### src/rtl/scoreboard_display.sv
// Game-clock scoreboard: samples min/sec/period, converts them to BCD with a
// sequential double-dabble engine, scans five digits and drives a horn pulse.
module scoreboard_display #(
  parameter int SCAN_DIV    = 50000,
  parameter int HORN_CYCLES = 50000000
) (
  input  logic        clk,
  input  logic        reset,
  input  logic [10:0] min,
  input  logic [10:0] sec,
  input  logic [10:0] period,
  output logic [6:0]  seg,
  output logic        dp,
  output logic [4:0]  an,
  output logic        horn
);

  localparam int SCAN_W = (SCAN_DIV > 1) ? $clog2(SCAN_DIV) : 1;
  localparam int HORN_W = $clog2(HORN_CYCLES + 1);
  localparam logic [SCAN_W-1:0] SCAN_LAST = SCAN_W'(SCAN_DIV - 1);
  localparam logic [HORN_W-1:0] HORN_LOAD = HORN_W'(HORN_CYCLES);

  typedef enum logic [1:0] {
    S_IDLE   = 2'd0,
    S_CONV   = 2'd1,
    S_COMMIT = 2'd2
  } state_t;

  function automatic logic [6:0] clamp7(input logic [10:0] v, input logic [6:0] lim);
    return (v > {4'd0, lim}) ? lim : v[6:0];
  endfunction

  // One shift/add-3 step: tens in [14:11], ones in [10:7], binary in [6:0].
  function automatic logic [14:0] dabble_step(input logic [14:0] s);
    logic [14:0] t;
    t = s;
    if (t[10:7] >= 4'd5) t[10:7] = t[10:7] + 4'd3;
    if (t[14:11] >= 4'd5) t[14:11] = t[14:11] + 4'd3;
    return {t[13:0], 1'b0};
  endfunction

  function automatic logic [6:0] seg_code(input logic [3:0] d);
    case (d)
      4'd0:    return 7'b1000000;
      4'd1:    return 7'b1111001;
      4'd2:    return 7'b0100100;
      4'd3:    return 7'b0110000;
      4'd4:    return 7'b0011001;
      4'd5:    return 7'b0010010;
      4'd6:    return 7'b0000010;
      4'd7:    return 7'b1111000;
      4'd8:    return 7'b0000000;
      4'd9:    return 7'b0010000;
      default: return 7'b1111111;
    endcase
  endfunction

  logic              first_r;
  logic [32:0]       in_q_r, in_prev_r;
  logic [20:0]       clamp_s, snap_r;
  state_t            state_r, state_s;
  logic              load_s, step_s, commit_s;
  logic [1:0]        phase_r;
  logic [2:0]        bit_r;
  logic [14:0]       sh_r, src_s, step_out_s;
  logic [6:0]        field_s;
  logic [7:0]        res_min_r, res_sec_r;
  logic [3:0]        res_per_r;
  logic [4:0][3:0]   dig_r;
  logic [SCAN_W-1:0] scan_cnt_r;
  logic [2:0]        idx_r;
  logic [3:0]        cur_dig_s;
  logic [HORN_W-1:0] horn_cnt_r;
  logic              horn_r, trig_s;

  // Input stage; the first edge after reset primes both copies identically.
  always_ff @(posedge clk or negedge reset) begin
    if (!reset) begin
      first_r   <= 1'b1;
      in_q_r    <= 33'd0;
      in_prev_r <= 33'd0;
    end else begin
      first_r   <= 1'b0;
      in_q_r    <= {min, sec, period};
      in_prev_r <= first_r ? {min, sec, period} : in_q_r;
    end
  end

  assign clamp_s = {clamp7(in_q_r[32:22], 7'd99), clamp7(in_q_r[21:11], 7'd99),
                    clamp7(in_q_r[10:0], 7'd9)};

  // Converter state register.
  always_ff @(posedge clk or negedge reset) begin
    if (!reset) state_r <= S_IDLE;
    else        state_r <= state_s;
  end

  // Converter next-state logic.
  always_comb begin
    state_s = state_r;
    case (state_r)
      S_IDLE:   if (clamp_s != snap_r) state_s = S_CONV; else state_s = S_IDLE;
      S_CONV:   if ((bit_r == 3'd6) && (phase_r == 2'd2)) state_s = S_COMMIT; else state_s = S_CONV;
      S_COMMIT: state_s = S_IDLE;
      default:  state_s = S_IDLE;
    endcase
  end

  // Converter control outputs.
  always_comb begin
    load_s   = 1'b0;
    step_s   = 1'b0;
    commit_s = 1'b0;
    case (state_r)
      S_IDLE:   load_s   = (clamp_s != snap_r);
      S_CONV:   step_s   = 1'b1;
      S_COMMIT: commit_s = 1'b1;
      default:  load_s   = 1'b0;
    endcase
  end

  // Field under conversion; a new field starts from a cleared BCD section.
  always_comb begin
    case (phase_r)
      2'd0:    field_s = snap_r[20:14];
      2'd1:    field_s = snap_r[13:7];
      2'd2:    field_s = snap_r[6:0];
      default: field_s = 7'd0;
    endcase
    if (bit_r == 3'd0) src_s = {8'd0, field_s};
    else               src_s = sh_r;
    step_out_s = dabble_step(src_s);
  end

  // Snapshot and double-dabble datapath.
  always_ff @(posedge clk or negedge reset) begin
    if (!reset) begin
      snap_r    <= 21'd0;
      phase_r   <= 2'd0;
      bit_r     <= 3'd0;
      sh_r      <= 15'd0;
      res_min_r <= 8'd0;
      res_sec_r <= 8'd0;
      res_per_r <= 4'd0;
    end else if (load_s) begin
      snap_r  <= clamp_s;
      phase_r <= 2'd0;
      bit_r   <= 3'd0;
    end else if (step_s) begin
      sh_r <= step_out_s;
      if (bit_r == 3'd6) begin
        bit_r   <= 3'd0;
        phase_r <= phase_r + 2'd1;
        case (phase_r)
          2'd0:    res_min_r <= step_out_s[14:7];
          2'd1:    res_sec_r <= step_out_s[14:7];
          default: res_per_r <= step_out_s[10:7];
        endcase
      end else begin
        bit_r <= bit_r + 3'd1;
      end
    end
  end

  // Committed digits change together so the display never shows a mixed value.
  always_ff @(posedge clk or negedge reset) begin
    if (!reset) begin
      dig_r <= 20'd0;
    end else if (commit_s) begin
      dig_r[0] <= res_min_r[7:4];
      dig_r[1] <= res_min_r[3:0];
      dig_r[2] <= res_sec_r[7:4];
      dig_r[3] <= res_sec_r[3:0];
      dig_r[4] <= res_per_r;
    end
  end

  // Digit scan timer and index.
  always_ff @(posedge clk or negedge reset) begin
    if (!reset) begin
      scan_cnt_r <= '0;
      idx_r      <= 3'd0;
    end else if (scan_cnt_r == SCAN_LAST) begin
      scan_cnt_r <= '0;
      idx_r      <= (idx_r == 3'd4) ? 3'd0 : idx_r + 3'd1;
    end else begin
      scan_cnt_r <= scan_cnt_r + SCAN_W'(1);
    end
  end

  // Display drive straight from the index and committed digits.
  always_comb begin
    case (idx_r)
      3'd0:    cur_dig_s = dig_r[0];
      3'd1:    cur_dig_s = dig_r[1];
      3'd2:    cur_dig_s = dig_r[2];
      3'd3:    cur_dig_s = dig_r[3];
      3'd4:    cur_dig_s = dig_r[4];
      default: cur_dig_s = 4'd0;
    endcase
    an = ~(5'b00001 << idx_r);
    dp = (idx_r != 3'd1);
    if ((idx_r == 3'd0) && (cur_dig_s == 4'd0)) seg = 7'b1111111;
    else                                         seg = seg_code(cur_dig_s);
  end

  assign trig_s = ((in_prev_r[32:11] != 22'd0) && (in_q_r[32:11] == 22'd0)) ||
                  (in_q_r[10:0] > in_prev_r[10:0]);

  // Horn pulse: any trigger (re)loads the counter, so pulses extend, never stack.
  always_ff @(posedge clk or negedge reset) begin
    if (!reset) begin
      horn_cnt_r <= '0;
      horn_r     <= 1'b0;
    end else if (trig_s) begin
      horn_cnt_r <= HORN_LOAD;
      horn_r     <= 1'b1;
    end else if (horn_cnt_r != '0) begin
      horn_cnt_r <= horn_cnt_r - HORN_W'(1);
      horn_r     <= (horn_cnt_r > HORN_W'(1));
    end else begin
      horn_r <= 1'b0;
    end
  end

  assign horn = horn_r;

endmodule
### config.mk
export PLATFORM = sky130hd
export DESIGN_NAME = scoreboard_display
export DESIGN_NICKNAME = d
export VERILOG_FILES = /design/src/rtl/scoreboard_display.sv
export SDC_FILE = /design/constraint.sdc
export NUM_CORES = 1
export LEC_CHECK = 0
export CAP_MARGIN = 20
export CORE_ASPECT_RATIO = 1.4
export CORE_UTILIZATION = 40
export CTS_BUF_LIST = sky130_fd_sc_hd__clkbuf_8 sky130_fd_sc_hd__clkbuf_16
export DETAILED_ROUTE_END_ITERATION = 12
export HOLD_SLACK_MARGIN = 0.08
export SLEW_MARGIN = 5
export SYNTH_ARGS = -nofsm -noshare
export SYNTH_HDL_FRONTEND = slang
export SYNTH_SLANG_ARGS = --single-unit
### constraint.sdc
create_clock -name clk -period 4.5 [get_ports clk]
set_input_delay 0.675 -clock clk [delete_from_list [all_inputs] [get_ports clk]]
set_output_delay 0.675 -clock clk [all_outputs]
set_load 0.005 [all_outputs]
After elaboration in Yosys (flattened, before gate mapping)
Memory sizes are Yosys's and may differ from the RTL's. Cells that the tools add are included.

Register bits after elaboration: 195. ROM bits: 112. Bits of input ports: 35. Output and inout bits: 14. Logic and storage cells: 100. Memories: 1.

Memories: (name not given) (depth 16, bits a word 7, rd ports 1, clocked after Yosys merged registers in 0, write ports 0, RTL line 43) `case (d)`.

Add/sub/neg operators: 7. Order comparisons: 7. Eq/ne operators: 12. Shift-type cells: 1. Muxes and demuxes: 28. Bitwise logic cells: 3. Reduce and logical (&&, ||, !) cells: 21.

Operator list (number): $mux W26 (2); $mux W33 (1); $mux W7 (4); $gt A26 B1 Y1 const B (1); $reduce_bool A26 Y1 (1); $sub A26 B1 Y26 const B (1); $gt A11 B7 Y1 const B (2); $logic_not A22 Y1 (1); $reduce_bool A22 Y1 (1); $ne A21 B21 Y1 (1); $pmux W7 S3 (1); $pmux W4 S5 (1); $add A16 B1 Y16 const B (1); $eq A16 B16 Y1 const B (1); $mux W16 (1); $mux W15 (1); $mux W3 (5); $reduce_and A4 Y1 (3); $gt A11 B11 Y1 (1); $gt A11 B4 Y1 const B (1); $ge A4 B3 Y1 const B (2); $mux W2 (4); $add A3 B1 Y3 const B (2); $eq A3 B2 Y1 const B (2); other kinds (22) (38).

Logic depth before layout (Yosys ltp)
Gate-level depths: netlist (run 1).

Depth in word-level cells: 6. Gate-level depth with buffers: 12. Gate-level depth less buffers: 11.

Worst setup path before layout (run 1)
OpenSTA, ideal clock, no wires.

Path type: reg2out. Start point: reg idx_r[0]. End point: out seg[4]. Arrival time: 2.070 ns. Required time: 3.825 ns. Setup slack: 1.755 ns. Stages on the path, launching flop included: 11. Buffers on the path: 1. Cell sequence: dfrtp_1 -> inv_1 -> ha_1 -> and2_0 -> clkbuf_1 -> a222oi_1 -> and3_1 -> ha_1 -> a21oi_1 -> mux2_2 -> a22oi_1.

Longest elaborated chain between the ends: 5. Elaborated cells between the ends (all ways): 10. Those cells by class: eq/ne (4); mux (2); reduce/logical (3); memory (1).

RTL lines: from (decl) (RTL line 71) `logic [2:0] idx_r;`; from (signal assigned) (RTL line 185) `idx_r <= (idx_r == 3'd4) ? 3'd0 : idx_r + 3'd1;`; parallel branches: the longest is 4 deep, another holds $mem_v2 Z16 W7; $mux W7 (*) (RTL line 203) `if ((idx_r == 3'd0) && (cur_dig_s == 4'd0)) seg = 7'b1111111;`; to (decl) (RTL line 12) `output logic [6:0] seg,`.

Mark *: on every way between the ends.

Worst setup path in the final report (run 1)
Start point: reg idx_r[0]. End point: out seg[6].

The elaborated chain is that of the path after synthesis.

==> results of run 1 <==
cell type report:
class | instances | area share [%]
sequential | 195 | 45.5
multi-input combinational | 584 | 38.9
timing repair buffer | 55 | 5.16
clock buffer | 19 | 4.22
tap | 301 | 3.51
inverter | 44 | 1.54
clock inverter | 13 | 1.15
cell usage in the layout (no fill, tap or decap), types with 11 or more instances in the layout:
cell / count
o211ai_1: 14
dfrtp_1: 194
nor4_1: 17
nand2_1: 83
ha_1: 32
nor3_1: 27
xnor2_1: 29
mux2_2: 61
or4_1: 11
xor2_1: 12
nand3_1: 18
nand2b_1: 14
o21ai_0: 47
a21oi_1: 25
mux2i_1: 12
nor2b_1: 13
a211oi_1: 11
inv_1: 46
clkbuf_16: 17
nor2_1: 40
and3_1: 11
clkdlybuf4s50_1: 47
sequential cells by signal (all words and copies together), names as in the netlist, 3 cells and up:
signal,cells
res_sec_r,8
res_min_r,8
horn_cnt_r,26
scan_cnt_r,16
in_q_r,33
idx_r,3
dig_r,20
sh_r,14
in_prev_r,33
snap_r,21
res_per_r,4
bit_r,3
worst paths after layout:
check | end | slack [ns] | startpoint
setup / recovery | seg[6] | 0.62 | idx_r[0]
hold / removal | in_q_r[10] | 0.26 | reset
setup reg to reg | snap_r[3] | 1.33 | in_q_r[7]
hold reg to reg | scan_cnt_r[0] | 0.46 | scan_cnt_r[0]
max in group asynchronous | bit_r[1] | 3.33 | reset
min in group clk | scan_cnt_r[0] | 0.46 | scan_cnt_r[0]
critical path: cells and delay by family, from the launching register on:
kind | cells | cell delay (ns)
compound gates | 3 | 0.62
fa+ha+maj | 2 | 0.43
flops | 1 | 0.37
simple gates | 4 | 0.61
buf+inv | 3 | 0.74
cells by family (layout without fill, tap and decap cells):
family / count (synthesis) / count (layout) / share of synthesized area (%)
xor gates and xnor gates: 41 / 41 / 3.84
DFF: 195 / 195 / 52.1
AOI/OAI and AO/OA: 163 / 163 / 12.4
adders and majority gates: 32 / 32 / 4.28
other: 1 / 1 / 0.0401
muxes: 75 / 75 / 8.94
and+or+nand+nor: 272 / 272 / 15.1
buffers and inverters: 78 / 131 / 3.35
stage by stage:
stage          setup WS, ns  area [µm²]
2_1_floorplan          1.75        9360
6_report              0.617       10700
5_1_grt               0.377       10700
3_5_place_dp           1.11       10100
4_1_cts               0.627       10700
3_3_place_gp           1.15       10100
power groups by stage:
stage	combinational (mW)	sequential (mW)	clock, mW
after floorplan	0.996	2.22	0
after global placement	1.27	2.30	0
after detailed placement	1.29	2.31	0
after CTS	1.30	2.28	1.53
after global routing	1.46	2.31	1.59
final	1.29	2.28	1.47
layer usage:
layer  up-vias  track usage [%]
met5         -                0
met4         0             6.88
met3        28             3.37
met2       107             30.1
met1      3173             19.7
li1       3185                -
==> summary.txt, run 1 <==
Int Power - 3.41 mW
TritonCTS clock tree - done
final hold vios - 0
Starting DRT DRC Count - 309
top post-synthesis cells by count - dfrtp_1, nand2_1, mux2_2
GRT Total Usage - 16.8%
total power - 5.04 mW
Worst Hold Slack - 0.262 ns
Hold-fix buffers, CTS - 0
H-tree depth - 4
Critical Path Start Type - flip-flop
Register Area - 4880 µm²
crit share post-route - 86.3%
DR WL/cell - 15.4 µm
R2R depth - 6
multi-input logic area - 4170 µm²
Initial Util - 41.1%
Clock Sinks - 195
syn_area_per_cell - 10.9 µm²
combinational fraction of design power - 25.5%
#FFs+latches synth - 195
VDD IR max - 0.302 mV
Antenna Nets Post-Route - 0
CP cell instances - inv_1, ha_1, nor2b_1, a222oi_1, nand2_1, inv_1, ha_1, nand2_1, nand2_1, o21ai_0, a21oi_1, clkdlybuf4s50_1
Worst-Margin Slew - 1.01 ns
share of cells above drive strength 1 - 13.1%
Top cell by count, worst path - nand2_1
top_reg_cell synth - dfrtp_1
Sw Ratio - 32.3%
top layer in use - met4
skew final - 0.00997 ns
CORE AREA - 22800 µm²
Clk pwr share - 29.3%
die span in x - 131 µm
Post-synth EDFFs - 0
P_sw - 1.63 mW
routability congestion estimate - 0.831
RSZ-0062 raised after global routing - false
antenna cells - 0
minimum clock period - 3.88 ns
dpl hpwl - 13300 µm
number of distinct library cells after synthesis - 72
Mapped Cells - 857
Routed met2 length - 9520 µm
die area - 24000 µm²
Skew-Pair Late Insertion Delay - 0.44 ns
critical path's slowest cell - clkdlybuf4s50_1
static leakage - 4.43 nW
# Post-CTS Setup Buffers - 0
root buf cell - clkbuf_16
Placed Instances - 1179
CP Class - reg2out
sequential share of power - 45.2%
largest net degree at the start of global routing - 86
setup violators final - 0
Slew headroom - 32.4%
Warnings, synthesis - 0
setup_tns - 0 ns
Crit Path Max Fanout - 4
initial antenna violation count - 0
sequential element share of the synthesized area - 52.1%
Async SR Flop Fraction - 100%
via count - 6493
number of global-route vias before repair - 6756
CTS buffer count - 17
Overflow after GRT - 0
status - completed
post-synth top area share - 51.9%
most common cell in the netlist - dfrtp_1
Synth area leader - dfrtp_1
final core utilization - 47.1%
Routed met1 length - 8160 µm
Port-buffer cells - 48
routed vias/inst - 5.36
fmax - 258 MHz
Die Ht - 183 µm
fin. max-slew vios - 0
Rows - 65
CP required - 3.83 ns
first-pass GRT wire length - 32600 µm
Layout Area Growth over Synthesis - 14.6%
worst hold path class - in2async
fill count - 2172
Setup crit end kind - output port
clock buffer depth - 2
CP peak stage delay - 0.51 ns
I/O pins - 49
drt pass-1 iters - 7
DRC Markers - 0
DR WL met3 - 546 µm
Synth Cell Area - 9360 µm²
nets - 964
Post-Syn Nets - 924
Power Density - 470 nW/µm²
Clock transition at path regs - 0.07 ns
Layout Cells excl Fill - 1211
post-CTS sizing - 0
Total Wirelength - 18700 µm
# Max-Cap Violations - 0
arrival time at the worst endpoint - 3.21 ns
dominant cells by area after synthesis - dfrtp_1, mux2_2, ha_1
Power figures use the tool's default switching activity.
==> run 2, diff against run 1 <==
--- a/config.mk
+++ b/config.mk
@@ -7,10 +7,12 @@
 export LEC_CHECK = 0
 export CAP_MARGIN = 20
 export CORE_ASPECT_RATIO = 1.4
-export CORE_UTILIZATION = 40
+export CORE_UTILIZATION = 31
 export CTS_BUF_LIST = sky130_fd_sc_hd__clkbuf_8 sky130_fd_sc_hd__clkbuf_16
 export DETAILED_ROUTE_END_ITERATION = 12
+export DONT_BUFFER_PORTS = 1
 export HOLD_SLACK_MARGIN = 0.08
+export RECOVER_POWER = 100
 export SLEW_MARGIN = 5
 export SYNTH_ARGS = -nofsm -noshare
 export SYNTH_HDL_FRONTEND = slang
==> run 2 against run 1 <==
  * Largest cell class unchanged
  * Via count is 3.6% lower
  * Clock skew is 0.0014 ns higher
  * The flow now finishes with violations (hold timing)
  * Critical path type is now reg2reg
  * Final cell count is 2.3% higher
  * Sequential share of layout area is 1.9 points higher
  * First-iteration DRC count is 9.1% lower
  * Clock power is 7% higher
  * Core utilization is 12 points lower
  * Critical endpoint is now snap_r[20]
  * Critical path depth is 6 lower
==> summary.txt, run 2 (same netlist as run 1, synthesis figures left out) <==
combinational fraction of design power - 23.1% (was 25.5%)
I/O pins - 49 (unchanged)
Layout Area Growth over Synthesis - 9.89% (was 14.6%)
Setup crit end kind - flip-flop (was output port)
fin. max-slew vios - 0 (unchanged)
Skew-Pair Late Insertion Delay - 0.43 ns (was 0.44 ns)
Power Density - 487 nW/µm² (was 470 nW/µm²)
Worst-Margin Slew - 1.49 ns (was 1.01 ns)
arrival time at the worst endpoint - 3.99 ns (was 3.21 ns)
Starting DRT DRC Count - 281 (was 309)
Int Power - 3.37 mW (was 3.41 mW)
# Max-Cap Violations - 0 (unchanged)
CTS buffer count - 17 (unchanged)
total power - 5.01 mW (was 5.04 mW)
Clk pwr share - 31.6% (was 29.3%)
DRC Markers - 0 (unchanged)
routability congestion estimate - 0.774 (was 0.831)
minimum clock period - 3.68 ns (was 3.88 ns)
Antenna Nets Post-Route - 0 (unchanged)
Rows - 74 (was 65)
worst hold path class - in2async (unchanged)
largest net degree at the start of global routing - 196 (was 86)
Top delay family on crit path - compound AO/OA/AOI/OAI gates (was buffers and inverters)
RSZ-0062 raised after global routing - false (unchanged)
share of cells above drive strength 1 - 12.2% (was 13.1%)
via count - 6257 (was 6493)
final core utilization - 34.9% (was 47.1%)
Overflow after GRT - 0 (unchanged)
DR WL/cell - 15.2 µm (was 15.4 µm)
static leakage - 4.21 nW (was 4.43 nW)
die area - 30900 µm² (was 24000 µm²)
Crit Path Max Fanout - 24 (was 4)
crit share post-route - 81.8% (was 86.3%)
clock buffer depth - 2 (unchanged)
dpl hpwl - 13000 µm (was 13300 µm)
worst r2r dst - snap_r[20] (was snap_r[3])
CP required - 4.81 ns (was 3.83 ns)
setup slack after layout - 0.817 ns (was 0.617 ns)
Layout Cells excl Fill - 1239 (was 1211)
fill count - 2942 (was 2172)
drt pass-1 iters - 5 (was 7)
Routed met2 length - 9440 µm (was 9520 µm)
Worst Hold Slack - -0.0516 ns (was 0.262 ns)
GRT Total Usage - 13.0% (was 16.8%)
Placed Instances - 1207 (was 1179)
die span in x - 149 µm (was 131 µm)
CP cell instances - or4_1, o311a_1, a221oi_1, nor3_1, a41oi_2, mux2_2 (was inv_1, ha_1, nor2b_1, a222oi_1, nand2_1, inv_1, ha_1, nand2_1, nand2_1, o21ai_0, a21oi_1, clkdlybuf4s50_1)
number of global-route vias before repair - 6360 (was 6756)
Crit path depth - 6 (was 12)
multi-input logic area - 4130 µm² (was 4170 µm²)
top layer in use - met4 (unchanged)
first-pass GRT wire length - 32200 µm (was 32600 µm)
Sw Ratio - 32.6% (was 32.3%)
H-tree depth - 4 (unchanged)
Design Area, Final - 10300 µm² (was 10700 µm²)
critical path's slowest cell - a41oi_2 (was clkdlybuf4s50_1)
routed vias/inst - 5.05 (was 5.36)
R2R depth - 6 (unchanged)
Slew headroom - 0.889% (was 32.4%)
placed instance area - 9730 µm² (was 10100 µm²)
Critical Path Start Type - flip-flop (unchanged)
initial antenna violation count - 0 (unchanged)
status - finished, violations left (was completed)
CP peak stage delay - 1.16 ns (was 0.51 ns)
biggest regs - in_prev_r x33, in_q_r x33, horn_cnt_r x26 (unchanged)
skew final - 0.0113 ns (was 0.00997 ns)
setup violators final - 0 (unchanged)
Initial Util - 31.8% (was 41.1%)
Post-Place Setup Slack - 1.24 ns (was 1.11 ns)
post-CTS sizing - 0 (unchanged)
# Post-CTS Setup Buffers - 0 (unchanged)
root buf cell - clkbuf_16 (unchanged)
VDD IR max - 0.339 mV (was 0.302 mV)
most frequent cells in the layout - dfrtp_1, nand2_1, mux2_2 (unchanged)
fmax - 272 MHz (was 258 MHz)
Register Area - 4880 µm² (unchanged)
Clock transition at path regs - 0.07 ns (about the same)
sequential share of power - 45.3% (was 45.2%)
reg2reg setup slack - 0.82 ns (was 1.33 ns)
CP Buf/Inv Count - 0 (was 3)
Clock Sinks - 195 (unchanged)
most common cell after layout, fill and taps aside - dfrtp_1 (unchanged)
DR WL met3 - 613 µm (was 546 µm)
Total Wirelength - 18900 µm (was 18700 µm)
Die Ht - 208 µm (was 183 µm)
CORE AREA - 29400 µm² (was 22800 µm²)
antenna cells - 0 (unchanged)
violated checks - hold timing
setup_tns - 0 ns (unchanged)
Port-buffer cells - 0 (was 48)
Routed met1 length - 8580 µm (was 8160 µm)
TritonCTS clock tree - done (unchanged)
CP Class - reg2reg (was reg2out)
final hold vios - 126 (was 0)
worst reg2reg startpoint - in_q_r[7] (unchanged)
P_sw - 1.63 mW (about the same)
nets - 913 (was 964)
-- run 2: cell types whose count changed in the layout (fill, tap and decap cells not counted), moves of 2 or more --
cell,before,now
inv_8,1,5
or4_4,2,0
buf_4,5,3
clkbuf_8,3,0
clkdlybuf4s50_1,47,0
nor3_2,2,0
clkinv_4,4,2
inv_1,46,44
nor3_1,27,29
mux2_1,0,4
mux2_4,2,0
mux2_2,61,59
or4_1,11,13
-- run 2: worst max-delay path by stage --
stage                    from         end
global placement    in_q_r[7]   snap_r[0]
global route        in_q_r[7]  snap_r[20]
finish              in_q_r[7]  snap_r[20]
floorplan            idx_r[0]      seg[4]
detailed placement  in_q_r[7]  snap_r[20]
CTS                  idx_r[0]      seg[6]
-- run 2: per-layer routing --
layer / up-vias / GRT usage, %
li1: 3079 / -
met1: 3083 / 16.7
met2: 81 / 21.5
met3: 14 / 2.79
met4: 0 / 3.98
met5: - / 0
-- run 2: power groups by stage --
stage               logic [mW]  registers, mW  clock network, mW
finish                    1.16           2.27               1.58
global route              1.32           2.31               1.71
CTS                       1.19           2.27               1.63
detailed placement        1.19           2.31                  0
global placement          1.16           2.30                  0
floorplan                0.996           2.22                  0
-- run 2: final cells by class --
| class | instances | area share, % |
|---|---|---|
| multi-input combinational | 584 | 40.1 |
| timing repair buffer | 4 | 0.255 |
| tap | 380 | 4.62 |
| clock buffer | 17 | 4.13 |
| inverter | 44 | 1.61 |
| clock inverter | 15 | 1.84 |
| sequential | 195 | 47.4 |
